$ cat src/rtl/mmio_uart_tx_pkg.sv
// -----------------------------------------------------------------------------
// mmio_uart_tx_pkg
//   Shared definitions for the memory-mapped UART transmitter: register
//   offsets inside the 16-byte window, STATUS/CTRL bit positions, the default
//   window base, the transmit FSM state type and a STATUS packing helper.
//   No ports (package).
// -----------------------------------------------------------------------------
package mmio_uart_tx_pkg;

  localparam logic [31:0] DEFAULT_ADDR_BASE = 32'h0000_7F00;

  // Byte offsets within the register window
  localparam logic [3:0] OFF_TXDATA = 4'h0;
  localparam logic [3:0] OFF_STATUS = 4'h4;
  localparam logic [3:0] OFF_CTRL   = 4'h8;

  // STATUS bit positions
  localparam int STAT_FULL      = 0;
  localparam int STAT_EMPTY     = 1;
  localparam int STAT_BUSY      = 2;
  localparam int STAT_OVERFLOW  = 3;
  localparam int STAT_COUNT_LSB = 8;

  // CTRL bit positions and reset value (transmitter enabled, irq masked)
  localparam int CTRL_TX_EN  = 0;
  localparam int CTRL_IRQ_EN = 1;
  localparam logic [1:0] CTRL_RESET = 2'b01;

  typedef enum logic [1:0] {
    ST_IDLE  = 2'd0,
    ST_START = 2'd1,
    ST_DATA  = 2'd2,
    ST_STOP  = 2'd3
  } tx_state_t;

  // Assemble the STATUS word; unused bits read as zero.
  function automatic logic [31:0] pack_status(
    input logic       full,
    input logic       empty,
    input logic       busy,
    input logic       overflow,
    input logic [3:0] count
  );
    logic [31:0] word;
    word = '0;
    word[STAT_FULL]     = full;
    word[STAT_EMPTY]    = empty;
    word[STAT_BUSY]     = busy;
    word[STAT_OVERFLOW] = overflow;
    word[STAT_COUNT_LSB +: 4] = count;
    return word;
  endfunction

endpackage

$ cat src/rtl/mmio_uart_tx_byte_fifo.sv
// -----------------------------------------------------------------------------
// byte_fifo
//   Byte-wide FIFO with a combinational head-of-queue output so the transmit
//   FSM can load its shift register on the same edge it pops.
//   Ports:
//     clock        in   clock, rising-edge state updates
//     reset        in   asynchronous active-low reset (empties the FIFO)
//     i_push       in   write request
//     i_push_data  in   byte to write
//     i_pop        in   read request (ignored while empty)
//     o_head       out  byte at the head of the queue
//     o_full       out  count == DEPTH
//     o_empty      out  count == 0
//     o_count      out  number of stored bytes, log2(DEPTH)+1 bits
// -----------------------------------------------------------------------------
module byte_fifo #(
  parameter  int DEPTH = 8,
  localparam int AW    = $clog2(DEPTH)
) (
  input  logic          clock,
  input  logic          reset,
  input  logic          i_push,
  input  logic [7:0]    i_push_data,
  input  logic          i_pop,
  output logic [7:0]    o_head,
  output logic          o_full,
  output logic          o_empty,
  output logic [AW:0]   o_count
);

  logic [7:0]    r_mem [DEPTH];
  logic [AW-1:0] r_wr_ptr;
  logic [AW-1:0] r_rd_ptr;
  logic [AW:0]   r_count;

  logic w_pop_ok;
  logic w_push_ok;

  assign o_full  = (r_count == (AW+1)'(DEPTH));
  assign o_empty = (r_count == '0);
  assign o_count = r_count;
  assign o_head  = r_mem[r_rd_ptr];

  assign w_pop_ok  = i_pop && !o_empty;
  // A full FIFO still takes a byte when a pop frees a slot on the same edge.
  assign w_push_ok = i_push && (!o_full || w_pop_ok);

  always_ff @(posedge clock) begin
    if (w_push_ok) begin
      r_mem[r_wr_ptr] <= i_push_data;
    end
  end

  // Pointers are exactly log2(DEPTH) bits, so wrap-around is free.
  always_ff @(posedge clock or negedge reset) begin
    if (!reset) begin
      r_wr_ptr <= '0;
      r_rd_ptr <= '0;
      r_count  <= '0;
    end else begin
      if (w_push_ok) r_wr_ptr <= r_wr_ptr + 1'b1;
      if (w_pop_ok)  r_rd_ptr <= r_rd_ptr + 1'b1;
      case ({w_push_ok, w_pop_ok})
        2'b10:   r_count <= r_count + 1'b1;
        2'b01:   r_count <= r_count - 1'b1;
        default: r_count <= r_count;
      endcase
    end
  end

endmodule

$ cat src/rtl/mmio_uart_tx.sv
// -----------------------------------------------------------------------------
// mmio_uart_tx
//   Memory-mapped UART transmitter for the MIPS data bus. Software stores
//   bytes into TXDATA, they queue in a byte FIFO and are sent as 8N1 frames.
//   Ports:
//     clock      in   single clock, rising-edge state updates
//     reset      in   asynchronous active-low reset
//     mem_addr   in   32  CPU data address
//     mem_wdata  in   32  CPU store data
//     mem_we     in   CPU store strobe, one cycle per store
//     mem_rdata  out  32  load data, combinational from mem_addr
//     tx         out  serial line, idle high
//     irq        out  level interrupt: FIFO drained and line idle
// -----------------------------------------------------------------------------
module mmio_uart_tx
  import mmio_uart_tx_pkg::*;
#(
  parameter logic [31:0] ADDR_BASE    = DEFAULT_ADDR_BASE,
  parameter int          FIFO_DEPTH   = 8,
  parameter int          CLKS_PER_BIT = 4
) (
  input  logic        clock,
  input  logic        reset,
  input  logic [31:0] mem_addr,
  input  logic [31:0] mem_wdata,
  input  logic        mem_we,
  output logic [31:0] mem_rdata,
  output logic        tx,
  output logic        irq
);

  localparam int AW    = $clog2(FIFO_DEPTH);
  localparam int CNT_W = (CLKS_PER_BIT > 1) ? $clog2(CLKS_PER_BIT) : 1;
  localparam logic [CNT_W-1:0] CNT_LAST = CNT_W'(CLKS_PER_BIT - 1);

  // Address decode
  logic       w_hit;
  logic [3:0] w_off;
  logic       w_wr_txdata;
  logic       w_wr_status;
  logic       w_wr_ctrl;

  assign w_hit       = (mem_addr[31:4] == ADDR_BASE[31:4]);
  assign w_off       = mem_addr[3:0];
  assign w_wr_txdata = mem_we && w_hit && (w_off == OFF_TXDATA);
  assign w_wr_status = mem_we && w_hit && (w_off == OFF_STATUS);
  assign w_wr_ctrl   = mem_we && w_hit && (w_off == OFF_CTRL);

  // Only the low byte of a store is meaningful; the rest is deliberately ignored.
  logic w_unused_wdata;
  assign w_unused_wdata = ^mem_wdata[31:8];

  // FIFO
  logic [7:0]  w_fifo_head;
  logic        w_fifo_full;
  logic        w_fifo_empty;
  logic [AW:0] w_fifo_count;
  logic        w_pop;

  byte_fifo #(
    .DEPTH (FIFO_DEPTH)
  ) u_fifo (
    .clock       (clock),
    .reset       (reset),
    .i_push      (w_wr_txdata),
    .i_push_data (mem_wdata[7:0]),
    .i_pop       (w_pop),
    .o_head      (w_fifo_head),
    .o_full      (w_fifo_full),
    .o_empty     (w_fifo_empty),
    .o_count     (w_fifo_count)
  );

  // Registers
  logic [1:0] r_ctrl;
  logic       r_overflow;

  always_ff @(posedge clock or negedge reset) begin
    if (!reset) begin
      r_ctrl     <= CTRL_RESET;
      r_overflow <= 1'b0;
    end else begin
      if (w_wr_ctrl) begin
        r_ctrl <= mem_wdata[1:0];
      end
      // A push into a full FIFO is dropped unless a pop makes room this edge.
      if (w_wr_txdata && w_fifo_full && !w_pop) begin
        r_overflow <= 1'b1;
      end else if (w_wr_status && mem_wdata[STAT_OVERFLOW]) begin
        r_overflow <= 1'b0;
      end
    end
  end

  // Transmit FSM
  tx_state_t       r_state;
  logic            r_tx;
  logic [7:0]      r_shift;
  logic [2:0]      r_bit_idx;
  logic [CNT_W-1:0] r_clk_cnt;

  logic w_bit_done;
  logic w_busy;

  assign w_bit_done = (r_clk_cnt == CNT_LAST);
  assign w_busy     = (r_state != ST_IDLE);

  // A new frame starts from IDLE, or straight out of the last STOP cycle so
  // consecutive frames are sent without an idle gap.
  assign w_pop = r_ctrl[CTRL_TX_EN] && !w_fifo_empty &&
                 ((r_state == ST_IDLE) || ((r_state == ST_STOP) && w_bit_done));

  always_ff @(posedge clock or negedge reset) begin
    if (!reset) begin
      r_state   <= ST_IDLE;
      r_tx      <= 1'b1;
      r_shift   <= '0;
      r_bit_idx <= '0;
      r_clk_cnt <= '0;
    end else begin
      case (r_state)
        ST_IDLE: begin
          r_tx      <= 1'b1;
          r_clk_cnt <= '0;
          if (w_pop) begin
            r_shift <= w_fifo_head;
            r_tx    <= 1'b0;
            r_state <= ST_START;
          end
        end

        ST_START: begin
          if (w_bit_done) begin
            r_clk_cnt <= '0;
            r_bit_idx <= '0;
            r_tx      <= r_shift[0];
            r_shift   <= r_shift >> 1;
            r_state   <= ST_DATA;
          end else begin
            r_clk_cnt <= r_clk_cnt + 1'b1;
          end
        end

        ST_DATA: begin
          if (w_bit_done) begin
            r_clk_cnt <= '0;
            if (r_bit_idx == 3'd7) begin
              r_tx    <= 1'b1;
              r_state <= ST_STOP;
            end else begin
              r_bit_idx <= r_bit_idx + 1'b1;
              r_tx      <= r_shift[0];
              r_shift   <= r_shift >> 1;
            end
          end else begin
            r_clk_cnt <= r_clk_cnt + 1'b1;
          end
        end

        ST_STOP: begin
          if (w_bit_done) begin
            r_clk_cnt <= '0;
            if (w_pop) begin
              r_shift <= w_fifo_head;
              r_tx    <= 1'b0;
              r_state <= ST_START;
            end else begin
              r_state <= ST_IDLE;
            end
          end else begin
            r_clk_cnt <= r_clk_cnt + 1'b1;
          end
        end

        default: begin
          r_state <= ST_IDLE;
          r_tx    <= 1'b1;
        end
      endcase
    end
  end

  // Outputs
  assign tx  = r_tx;
  assign irq = r_ctrl[CTRL_IRQ_EN] && w_fifo_empty && !w_busy;

  always_comb begin
    mem_rdata = '0;
    if (w_hit) begin
      case (w_off)
        OFF_STATUS: mem_rdata = pack_status(w_fifo_full, w_fifo_empty, w_busy,
                                            r_overflow, 4'(w_fifo_count));
        OFF_CTRL:   mem_rdata = {30'b0, r_ctrl};
        default:    mem_rdata = '0;
      endcase
    end
  end

endmodule

$ cat config.mk
export PLATFORM = sky130hd
export DESIGN_NAME = mmio_uart_tx
export DESIGN_NICKNAME = d
export VERILOG_FILES = /design/src/rtl/mmio_uart_tx_pkg.sv /design/src/rtl/mmio_uart_tx_byte_fifo.sv /design/src/rtl/mmio_uart_tx.sv
export SDC_FILE = /design/constraint.sdc
export NUM_CORES = 1
export LEC_CHECK = 0
export CAP_MARGIN = 20
export CORE_ASPECT_RATIO = 0.75
export CORE_UTILIZATION = 51
export DETAILED_ROUTE_END_ITERATION = 6
export PLACE_DENSITY = 0.81
export SYNTH_ARGS = -nofsm -noshare
export SYNTH_HDL_FRONTEND = slang
export SYNTH_SLANG_ARGS = --single-unit
$ cat constraint.sdc
create_clock -name clock -period 3.36 [get_ports clock]
set_input_delay 0.672 -clock clock [delete_from_list [all_inputs] [get_ports clock]]
set_output_delay 0.672 -clock clock [all_outputs]
set_load 0.01 [all_outputs]
==> results of run 1 <==
==> routing by layer <==
layer | track usage, % | up-vias | wire length [um]
met5 | 0 | - | 0
met2 | 35.4 | 103 | 4420
met3 | 5.89 | 17 | 538
met1 | 29.1 | 1421 | 3770
li1 | - | 1303 | -
met4 | 7.54 | 0 | 178
==> cells in the mapped netlist (2+ instances only) <==
| cell type | count |
|---|---|
| nor4_1 | 6 |
| nor4b_2 | 2 |
| nor3_1 | 9 |
| mux2_2 | 13 |
| edfxtp_1 | 64 |
| dfstp_2 | 2 |
| xor2_1 | 6 |
| or3_1 | 2 |
| a22oi_1 | 2 |
| mux4_2 | 16 |
| inv_1 | 7 |
| mux2i_1 | 8 |
| nor2_1 | 7 |
| nor2b_1 | 5 |
| dfrtp_1 | 27 |
| nor4_2 | 3 |
| and2_1 | 5 |
| nor4b_1 | 2 |
| nand2_1 | 9 |
| xnor2_1 | 4 |
| buf_4 | 24 |
| a22o_1 | 5 |
| a21o_1 | 2 |
| buf_2 | 3 |
| nand3_1 | 5 |
| o21ai_0 | 18 |
| a21oi_1 | 5 |
| o221ai_1 | 2 |
| ha_1 | 13 |
| nand4_1 | 3 |
| clkbuf_1 | 6 |
| nand2b_1 | 2 |
==> per-stage QoR <==
stage          std cells  cell area [um^2]
2_1_floorplan        331              4580
3_3_place_gp         481              5200
3_5_place_dp         481              5200
4_1_cts              497              5530
5_1_grt              498              5550
6_report             498              5550
==> worst max-delay path: cells and delay by family <==
kind | cells | cell delay, ps
buffers and inverters | 5 | 1110
and+or+nand+nor | 4 | 740
==> area by class of cell <==
type	instances	share of cell area (%)
well taps	108	2.43
clock inverters	7	1.58
flip-flops and latches	93	47.7
inverters	7	0.473
multi-input cells	197	30.6
clock buffers	9	4.06
repair buffers	77	13.1
==> cell families (layout without fill, tap and decap cells) <==
group           Yosys count  in the layout
flops                    93             93
simple gates             71             71
compound gates           42             42
buf+inv                  41            100
mux                      37             37
fa+ha+maj                13             13
xor+xnor                 10             10
other cells               1             24
==> power breakdown <==
group | internal (W) | switching [W] | leakage, nW
Clock | 0.000596 | 0.000452 | 0.155
Combinational | 0.0000515 | 0.0000448 | 1.04
Sequential | 0.00123 | 0.00000000000109 | 0.973
==> worst max-delay path by stage <==
stage | from | end | slack [ps] | cells after the start
finish | mem_addr[24] | mem_rdata[10] | 160 | 9
global route | mem_addr[24] | mem_rdata[10] | 40 | 9
CTS | mem_addr[24] | mem_rdata[8] | 6 | 8
detailed placement | mem_addr[28] | mem_rdata[2] | -140 | 6
global placement | mem_addr[20] | mem_rdata[2] | -120 | 6
floorplan | mem_addr[24] | u_fifo.o_count[2] | 210 | 11
==> cell usage in the layout (no fill, tap or decap), drive strengths merged, types with 12 or more instances in the layout <==
master,n
buf,25
clkdlybuf4s50,44
conb,24
dfrtp,27
edfxtp,64
ha,13
inv,12
mux2,13
mux4,16
o21ai,18
==> state kept, by name, indices dropped and copies added (netlist names), 2 cells and up <==
signal,cells
r_bit_idx,3
r_clk_cnt,2
r_ctrl,2
r_shift,8
r_state,2
u_fifo.o_count,4
u_fifo.r_mem,64
u_fifo.r_rd_ptr,3
u_fifo.r_wr_ptr,3
==> repair_timing <==
item	4_1_cts	5_1_grt
resized for setup	7	5
cloned	0	0
hold buffers	0	0
setup buffers	0	1
pin swaps	2	1
setup endpoints to repair	8	4
==> results.sh, run 1 <==
export IMPL_die_w_um=110
export IMPL_gr_total_overflow=0
export IMPL_async_flop_share_pct=31.2
export IMPL_power_leakage_nw=2.17
export IMPL_htreeDepth=3
export IMPL_ys_warn_count=0
export IMPL_final_core_util_pct=65.4
export IMPL_place_hpwl_um=6260
export IMPL_grt_use_total_pct=22.1
export IMPL_die_area_um2=9190
export IMPL_via_per_inst=5.71
export IMPL_start_util_pct=52.9
export IMPL_fill_cells=615
export IMPL_crit_path_frequent_cell="buf_4"
export IMPL_rows=29
export IMPL_holdPathStages=1
export IMPL_tightestPinTransition_ps=679
export IMPL_clock_fmax_ghz=0.312
export IMPL_timing_final_crit_share_pct=95.3
export IMPL_core_um2=8490
export IMPL_arrival_ps=2530
export IMPL_synth_xor_area_share_pct=1.95
export IMPL_drive_gt1_share_pct=21.5
export IMPL_wl_per_cell_um=17.9
export IMPL_antenna_left=0
export IMPL_synth_cell_types=53
export IMPL_gp_congestion=0.839
export IMPL_port_buffers=52
export IMPL_fin_tns_setup_ps=0
export IMPL_drt_initial_drc_count=150
export IMPL_avgSynthCellArea_um2=14.6
export IMPL_finalPower_w=0.00237
export IMPL_antenna_found_initial=0
export IMPL_ys_seq_area_share_pct=59.0
export IMPL_register_area_um2=2650
export IMPL_finalWirelength_um=8900
export IMPL_root_buffer="clkbuf_16"
export IMPL_cts_buffer_depth=2
export IMPL_die_y_um=83.3
export IMPL_cp_required_ps=2690
export IMPL_path_max_fanout=4
export IMPL_antennaDiodeCount=0
export IMPL_synth_simple_area_share_pct=10.5
export IMPL_crit_type="in -> out"
export IMPL_synthCells=308
export IMPL_synth_compound_area_share_pct=6.10
export IMPL_skew_ps=9.37
export IMPL_grt_pass1_wl_um=14800
export IMPL_grt_setup_unrepaired="false"
export IMPL_slew_headroom_pct=54.8
export IMPL_final_nets=465
export IMPL_cts_buffers=9
export IMPL_cpPeakStageDelay_ps=440
export IMPL_vias=2844
export IMPL_synth_fa_ha_area_share_pct=3.62
export IMPL_syn_area_um2=4490
export IMPL_clock_sinks=93
export IMPL_muxShareOfSynthArea_pct=13.1
export IMPL_place_ws_ps=-137
export IMPL_reg2reg_to="u_fifo.o_count[2]"
export IMPL_hp_start="r_clk_cnt[0]"
export IMPL_crit_path_start_kind="input pin"
export IMPL_synth_ff_type="edfxtp_1"
export IMPL_synth_edff_count=64
export IMPL_worst_slack_ps=157
export IMPL_syn_to_final_growth_pct=23.5
export IMPL_r2r_cells=12
export IMPL_r2r_start="r_state[0]"
export IMPL_power_density_nw_per_um2=427
export IMPL_ys_ff_latch=93
export IMPL_final_setup_viol_count=0
export IMPL_setup_worst_path_end_class="output port"
export IMPL_min_period_ps=3200
export IMPL_ff2ff_setup_slack_ps=340
export IMPL_drc=0
export IMPL_worst_hold_slack_ps=440
export IMPL_yosysTopAreaCell="edfxtp_1"
export IMPL_cts_tree="built"
export IMPL_synthTopCellsByArea="edfxtp_1 43%, dfrtp_1 15%, mux4_2 8.0%"
export IMPL_io_pins=101
export IMPL_grt_max_degree=30
export IMPL_critPathSlowestCell="clkdlybuf4s50_1"
export IMPL_min_to="r_clk_cnt[0]"
export IMPL_dr_pass1_iters=4
export IMPL_outcome="finished, final reports clean"
export IMPL_multi_input_area_um2=1700
export IMPL_crit_chain="clkdlybuf4s50_1, nor4b_2, buf_4, nand2_1, nor4_2, buf_4, buf_4, and2_1, dlygate4sd2_1"
export IMPL_hold_class="reg -> reg"
export IMPL_ir_worst_vdd_uv=268
export IMPL_maxCapViolCount=0
export IMPL_slew_viol_final=0
export IMPL_synth_top_family_by_area="multiplexers"
export IMPL_hold_viol=0
export IMPL_grt_pass1_vias=2876
export IMPL_clk_latency_ps=340
export IMPL_clkTransAtPathRegs_ps=70
export IMPL_yosys_area_top_type_share_pct=42.8
Note: power is estimated with default switching activity, not from simulation.
==> run 2: changes to the inputs <==
--- a/config.mk
+++ b/config.mk
@@ -9,6 +9,7 @@
 export CORE_ASPECT_RATIO = 0.75
 export CORE_UTILIZATION = 51
 export DETAILED_ROUTE_END_ITERATION = 6
+export GPL_TIMING_DRIVEN = 0
 export PLACE_DENSITY = 0.81
 export SYNTH_ARGS = -nofsm -noshare
 export SYNTH_HDL_FRONTEND = slang
==> results.sh, run 2 (synthesis results as in run 1) <==
export IMPL_layout_commonest_cell="edfxtp_1"
export IMPL_io_pins=101
export IMPL_tightestPinTransition_ps=798
export IMPL_drt_initial_drc_count=113
export IMPL_final_setup_viol_count=2
export IMPL_finalWirelength_um=10000
export IMPL_mostFrequentLayoutCells="64 x edfxtp_1, 44 x clkdlybuf4s50_1, 40 x buf_4"
export IMPL_regMostFlops="u_fifo.r_mem"
export IMPL_die_w_um=110
export IMPL_crit_family="buffers and inverters"
export IMPL_fill_cells=539
export IMPL_outcome="finished, violations left"
export IMPL_fin_area_um2=5810
export IMPL_register_area_um2=2650
export IMPL_syn_to_final_growth_pct=29.2
export IMPL_root_buffer="clkbuf_16"
export IMPL_clock_fmax_ghz=0.297
export IMPL_min_period_ps=3370
export IMPL_crit_path_frequent_cell="buf_4"
export IMPL_dp_cells=498
export IMPL_cts_tree="built"
export IMPL_grt_use_total_pct=23.7
export IMPL_multi_input_area_um2=1810
export IMPL_cp_required_ps=2690
export IMPL_drive_gt1_share_pct=27.5
export IMPL_grt_max_degree=17
export IMPL_cts_buffer_depth=2
export IMPL_final_nets=490
export IMPL_power_density_nw_per_um2=408
export IMPL_die_y_um=83.3
export IMPL_hold_viol=0
export IMPL_gp_congestion=0.853
export IMPL_violations="negative setup slack"
export IMPL_fin_tns_setup_ps=-8.07
export IMPL_vias=3038
export IMPL_largest_reg_flops=64
export IMPL_via_per_inst=5.81
export IMPL_antennaDiodeCount=0
export IMPL_clkTransAtPathRegs_ps=70
export IMPL_antenna_left=0
export IMPL_cpPeakStageDelay_ps=450
export IMPL_setup_worst_path_end_class="output port"
export IMPL_start_util_pct=52.9
export IMPL_postPlaceCellArea_um2=5320
export IMPL_fin_cells=523
export IMPL_htreeDepth=3
export IMPL_power_leakage_nw=2.27
export IMPL_critPathBufInv=4
export IMPL_hold_class="reg -> reg"
export IMPL_skew_ps=6.10
export IMPL_timing_final_crit_share_pct=100
export IMPL_die_area_um2=9190
export IMPL_critPathSlowestCell="clkdlybuf4s50_1"
export IMPL_antenna_found_initial=0
export IMPL_ff2ff_setup_slack_ps=230
export IMPL_cts_buffers=9
export IMPL_crit_type="in -> out"
export IMPL_dr_pass1_iters=4
export IMPL_wl_per_cell_um=19.2
export IMPL_crit_path_start_kind="input pin"
export IMPL_worst_slack_ps=-6.24
export IMPL_worst_hold_slack_ps=444
export IMPL_grt_pass1_wl_um=15900
export IMPL_path_max_fanout=3
export IMPL_clock_sinks=93
export IMPL_ir_worst_vdd_uv=281
export IMPL_core_um2=8490
export IMPL_port_buffers=52
export IMPL_clk_latency_ps=340
export IMPL_place_hpwl_um=6720
export IMPL_crit_chain="clkdlybuf4s50_1, nor4b_4, nand4_1, buf_4, nor4_4, buf_4, and2_1, dlygate4sd2_1"
export IMPL_slew_headroom_pct=46.6
export IMPL_rows=29
export IMPL_grt_pass1_vias=2992
export IMPL_arrival_ps=2690
export IMPL_maxCapViolCount=0
export IMPL_gr_total_overflow=0
export IMPL_slew_viol_final=0
export IMPL_drc=0
-- run 2: cell count changes in the layout (fill, tap and decap cells not counted), sizes merged --
cell | before | now
buf | 25 | 45
clkbuf | 9 | 16
inv | 12 | 9
clkinvlp | 0 | 2
dlymetal6s2s | 4 | 2
dlygate4sd2 | 4 | 5
-- run 2: stage by stage --
| stage | power (W) | utilization (%) | worst slack, ps |
|---|---|---|---|
| finish | 0.00237 | 68.4 | -6.24 |
| floorplan | 0.00129 | - | 210 |
| CTS | 0.00237 | 67.2 | 14.7 |
| detailed placement | 0.00137 | 62.7 | -413 |
| global placement | 0.00136 | 61.7 | -975 |
| global route | 0.00243 | 68.4 | -92.0 |
-- run 2: where the power goes --
group	internal (W)	switching, W
Sequential	0.00123	0.00000000000134
Clock	0.000583	0.000433
Combinational	0.0000728	0.0000538
-- run 2: worst reg2reg max path, cell delays in order, from the launching register on --
cell and delay [ps]:
dfrtp_1 410, inv_1 170, ha_2 280, a21oi_1 80, o211ai_1 330, or4b_4 520
buf_6 180, ha_4 190, xor2_1 140, ha_1 220, a21oi_2 130, xor2_1 160
nor2_1 60, xor2_1 140
-- run 2: path summary, 6_finish.rpt --
check | start | endpoint | cells past startpoint
setup / recovery | mem_addr[28] | mem_rdata[10] | 8
hold / removal | r_clk_cnt[0] | r_clk_cnt[0] | 1
setup reg to reg | r_state[0] | u_fifo.o_count[2] | 13
hold reg to reg | r_clk_cnt[0] | r_clk_cnt[0] | 1
max in group asynchronous | reset | r_ctrl[0] | 2
min in group asynchronous | reset | r_shift[0] | 1
-- run 2: per-layer routing --
metal / routed length (um) / share of wire (%) / track usage, % / vias up
met5: 0 / 0 / 0 / -
met4: 225 / 2.2 / 6.94 / 0
met3: 806 / 8.0 / 6.99 / 28
met2: 5010 / 50 / 37.5 / 154
met1: 4000 / 40 / 31.7 / 1510
li1: - / - / - / 1346
-- run 2: cell type report --
class | instances | area share [%]
multi-input cells | 197 | 31.1
plain buffers | 33 | 3.88
clock inverters | 6 | 1.23
inverters | 7 | 0.453
repair buffers | 69 | 11.4
flip-flops and latches | 93 | 45.6
well taps | 108 | 2.33
clock buffers | 10 | 3.94
-- run 2: what timing repair did --
action,in CTS,in global routing
hold buffers,0,0
gates resized for setup,17,12
buffers inserted,3,7
setup endpoints to repair,21,14
pin swaps,6,5
cloned,0,0
==> run 3: changes to the inputs <==
--- a/config.mk
+++ b/config.mk
@@ -7,6 +7,7 @@
 export LEC_CHECK = 0
 export CAP_MARGIN = 20
 export CORE_ASPECT_RATIO = 0.75
+export CORE_MARGIN = 5
 export CORE_UTILIZATION = 51
 export DETAILED_ROUTE_END_ITERATION = 6
 export GPL_TIMING_DRIVEN = 0
==> results.sh, run 3 (synthesis results as in run 1) <==
export IMPL_setup_worst_path_end_class="register"
export IMPL_power_density_nw_per_um2=415
export IMPL_rows=29
export IMPL_regMostFlops="u_fifo.r_mem"
export IMPL_worst_hold_slack_ps=454
export IMPL_via_per_inst=5.61
export IMPL_min_to="r_clk_cnt[0]"
export IMPL_critPathSlowestCell="or4b_4"
export IMPL_port_buffers=52
export IMPL_power_leakage_nw=2.21
export IMPL_ir_worst_vdd_uv=275
export IMPL_grt_pass1_vias=3027
export IMPL_die_w_um=118
export IMPL_final_nets=483
export IMPL_clock_fmax_ghz=0.306
export IMPL_outcome="finished, final reports clean"
export IMPL_start_util_pct=52.7
export IMPL_cts_buffer_depth=2
export IMPL_clock_sinks=93
export IMPL_r2r_cells=13
export IMPL_p_int_w=0.00188
export IMPL_crit_path_frequent_cell="xor2_1"
export IMPL_cpPeakStageDelay_ps=550
export IMPL_grt_use_total_pct=18.4
export IMPL_vias=2895
export IMPL_hp_start="r_clk_cnt[0]"
export IMPL_largest_reg_flops=64
export IMPL_root_buffer="clkbuf_16"
export IMPL_die_y_um=91.3
export IMPL_grt_pass1_wl_um=15700
export IMPL_postPlaceCellArea_um2=5310
export IMPL_maxCapViolCount=0
export IMPL_drive_gt1_share_pct=25.5
export IMPL_fin_cells=516
export IMPL_finalWirelength_um=9670
export IMPL_die_area_um2=10800
export IMPL_crit_type="in -> reg"
export IMPL_timing_final_crit_share_pct=97.1
export IMPL_cts_hold_buf=0
export IMPL_path_max_fanout=11
export IMPL_gr_total_overflow=0
export IMPL_finalPower_w=0.00237
export IMPL_clk_latency_ps=340
export IMPL_cts_tree="built"
export IMPL_clkTransAtPathRegs_ps=70
export IMPL_ff2ff_setup_slack_ps=140
export IMPL_fin_area_um2=5710
export IMPL_antenna_left=0
export IMPL_dr_pass1_iters=4
export IMPL_slew_viol_final=0
export IMPL_crit_chain="clkdlybuf4s50_1, nor4_4, buf_4, nand4_1, or4b_4, buf_6, ha_2, xor2_1, ha_1, a21oi_1, xor2_1, nor2_1, xor2_1"
export IMPL_hold_viol=0
export IMPL_hold_class="reg -> reg"
export IMPL_r2r_start="r_state[0]"
export IMPL_holdPathStages=1
export IMPL_slew_headroom_pct=44.5
export IMPL_syn_to_final_growth_pct=27.0
export IMPL_grt_max_degree=20
export IMPL_core_um2=8530
export IMPL_cp_required_ps=3580
export IMPL_min_period_ps=3260
export IMPL_htreeDepth=3
export IMPL_drc=0
export IMPL_p_sw_w=0.000490
export IMPL_tightestPinTransition_ps=827
export IMPL_drt_initial_drc_count=166
export IMPL_sw_frac_of_total_pct=20.7
export IMPL_skew_ps=6.14
export IMPL_final_core_util_pct=66.9
export IMPL_pwr_share_seq_pct=51.8
export IMPL_clkPwrFrac_pct=43.0
export IMPL_reg2reg_to="u_fifo.o_count[2]"
export IMPL_grt_setup_unrepaired="true"
export IMPL_mostFrequentLayoutCells="64 x edfxtp_1, 44 x clkdlybuf4s50_1, 31 x buf_4"
export IMPL_antennaDiodeCount=0
export IMPL_arrival_ps=3490
export IMPL_final_setup_viol_count=0
export IMPL_dp_cells=496
export IMPL_antenna_found_initial=0
export IMPL_layout_commonest_cell="edfxtp_1"
export IMPL_cts_buffers=9
export IMPL_crit_path_start_kind="input pin"
export IMPL_pwr_share_comb_pct=5.2
export IMPL_place_hpwl_um=6670
export IMPL_wl_per_cell_um=18.7
export IMPL_gp_congestion=0.792
export IMPL_io_pins=101
[run 3: critical path, delay by kind of cell]
family | cells | cell delay (ps)
buffers and inverters | 3 | 780
AO/OA/AOI/OAI | 1 | 150
AND/OR/NAND/NOR | 4 | 1000
adder cells (fa/ha/maj) | 2 | 430
XOR/XNOR | 3 | 460
[run 3: metrics by stage]
step	worst slack (ps)	TNS, ps
2_1_floorplan	210	0
3_3_place_gp	-852	-36520
3_5_place_dp	-434	-12740
4_1_cts	2.68	0
5_1_grt	-17.5	-17.5
6_report	96.4	0
[run 3: repair_timing]
action / in CTS / in global routing
pin swaps: 6 / 2
gates resized for setup: 17 / 2
endpoints found under the setup margin: 21 / 5
setup buffers: 2 / 2
[run 3: cell type report]
type / count / area [um^2]
tap: 108 / 135
sequential: 93 / 2650
fill: 581 / 2820
inverter: 7 / 26.3
clock inverter: 7 / 75.1
multi-input combinational: 197 / 1770
clock buffer: 9 / 225
buffer: 33 / 225
timing repair buffer: 62 / 601
[run 3: worst max path at each step]
stage,startpoint,end,cells after the start
floorplan,mem_addr[24],u_fifo.o_count[2],11
global placement,mem_addr[27],u_fifo.r_mem[0][6],6
finish,mem_addr[6],u_fifo.o_count[2],13
CTS,mem_addr[6],u_fifo.r_mem[4][0],7
global route,mem_addr[6],u_fifo.o_count[2],13
detailed placement,mem_addr[28],u_fifo.o_count[2],13
[run 3: metal layers]
| layer | GRT usage (%) | up-vias | part of all wire [%] |
|---|---|---|---|
| li1 | - | 1340 | - |
| met1 | 22.9 | 1428 | 40 |
| met2 | 31.6 | 114 | 50 |
| met3 | 4.91 | 13 | 7.7 |
| met4 | 5.48 | 0 | 1.5 |
| met5 | 0 | - | 0 |
[run 3: power by group through the flow]
stage / Clock [W] / Sequential [W] / Combinational, W
floorplan: 0 / 0.00125 / 0.0000404
global route: 0.00107 / 0.00123 / 0.000133
finish: 0.00102 / 0.00123 / 0.000123
detailed placement: 0 / 0.00125 / 0.000115
global placement: 0 / 0.00125 / 0.000108
CTS: 0.00102 / 0.00123 / 0.000122
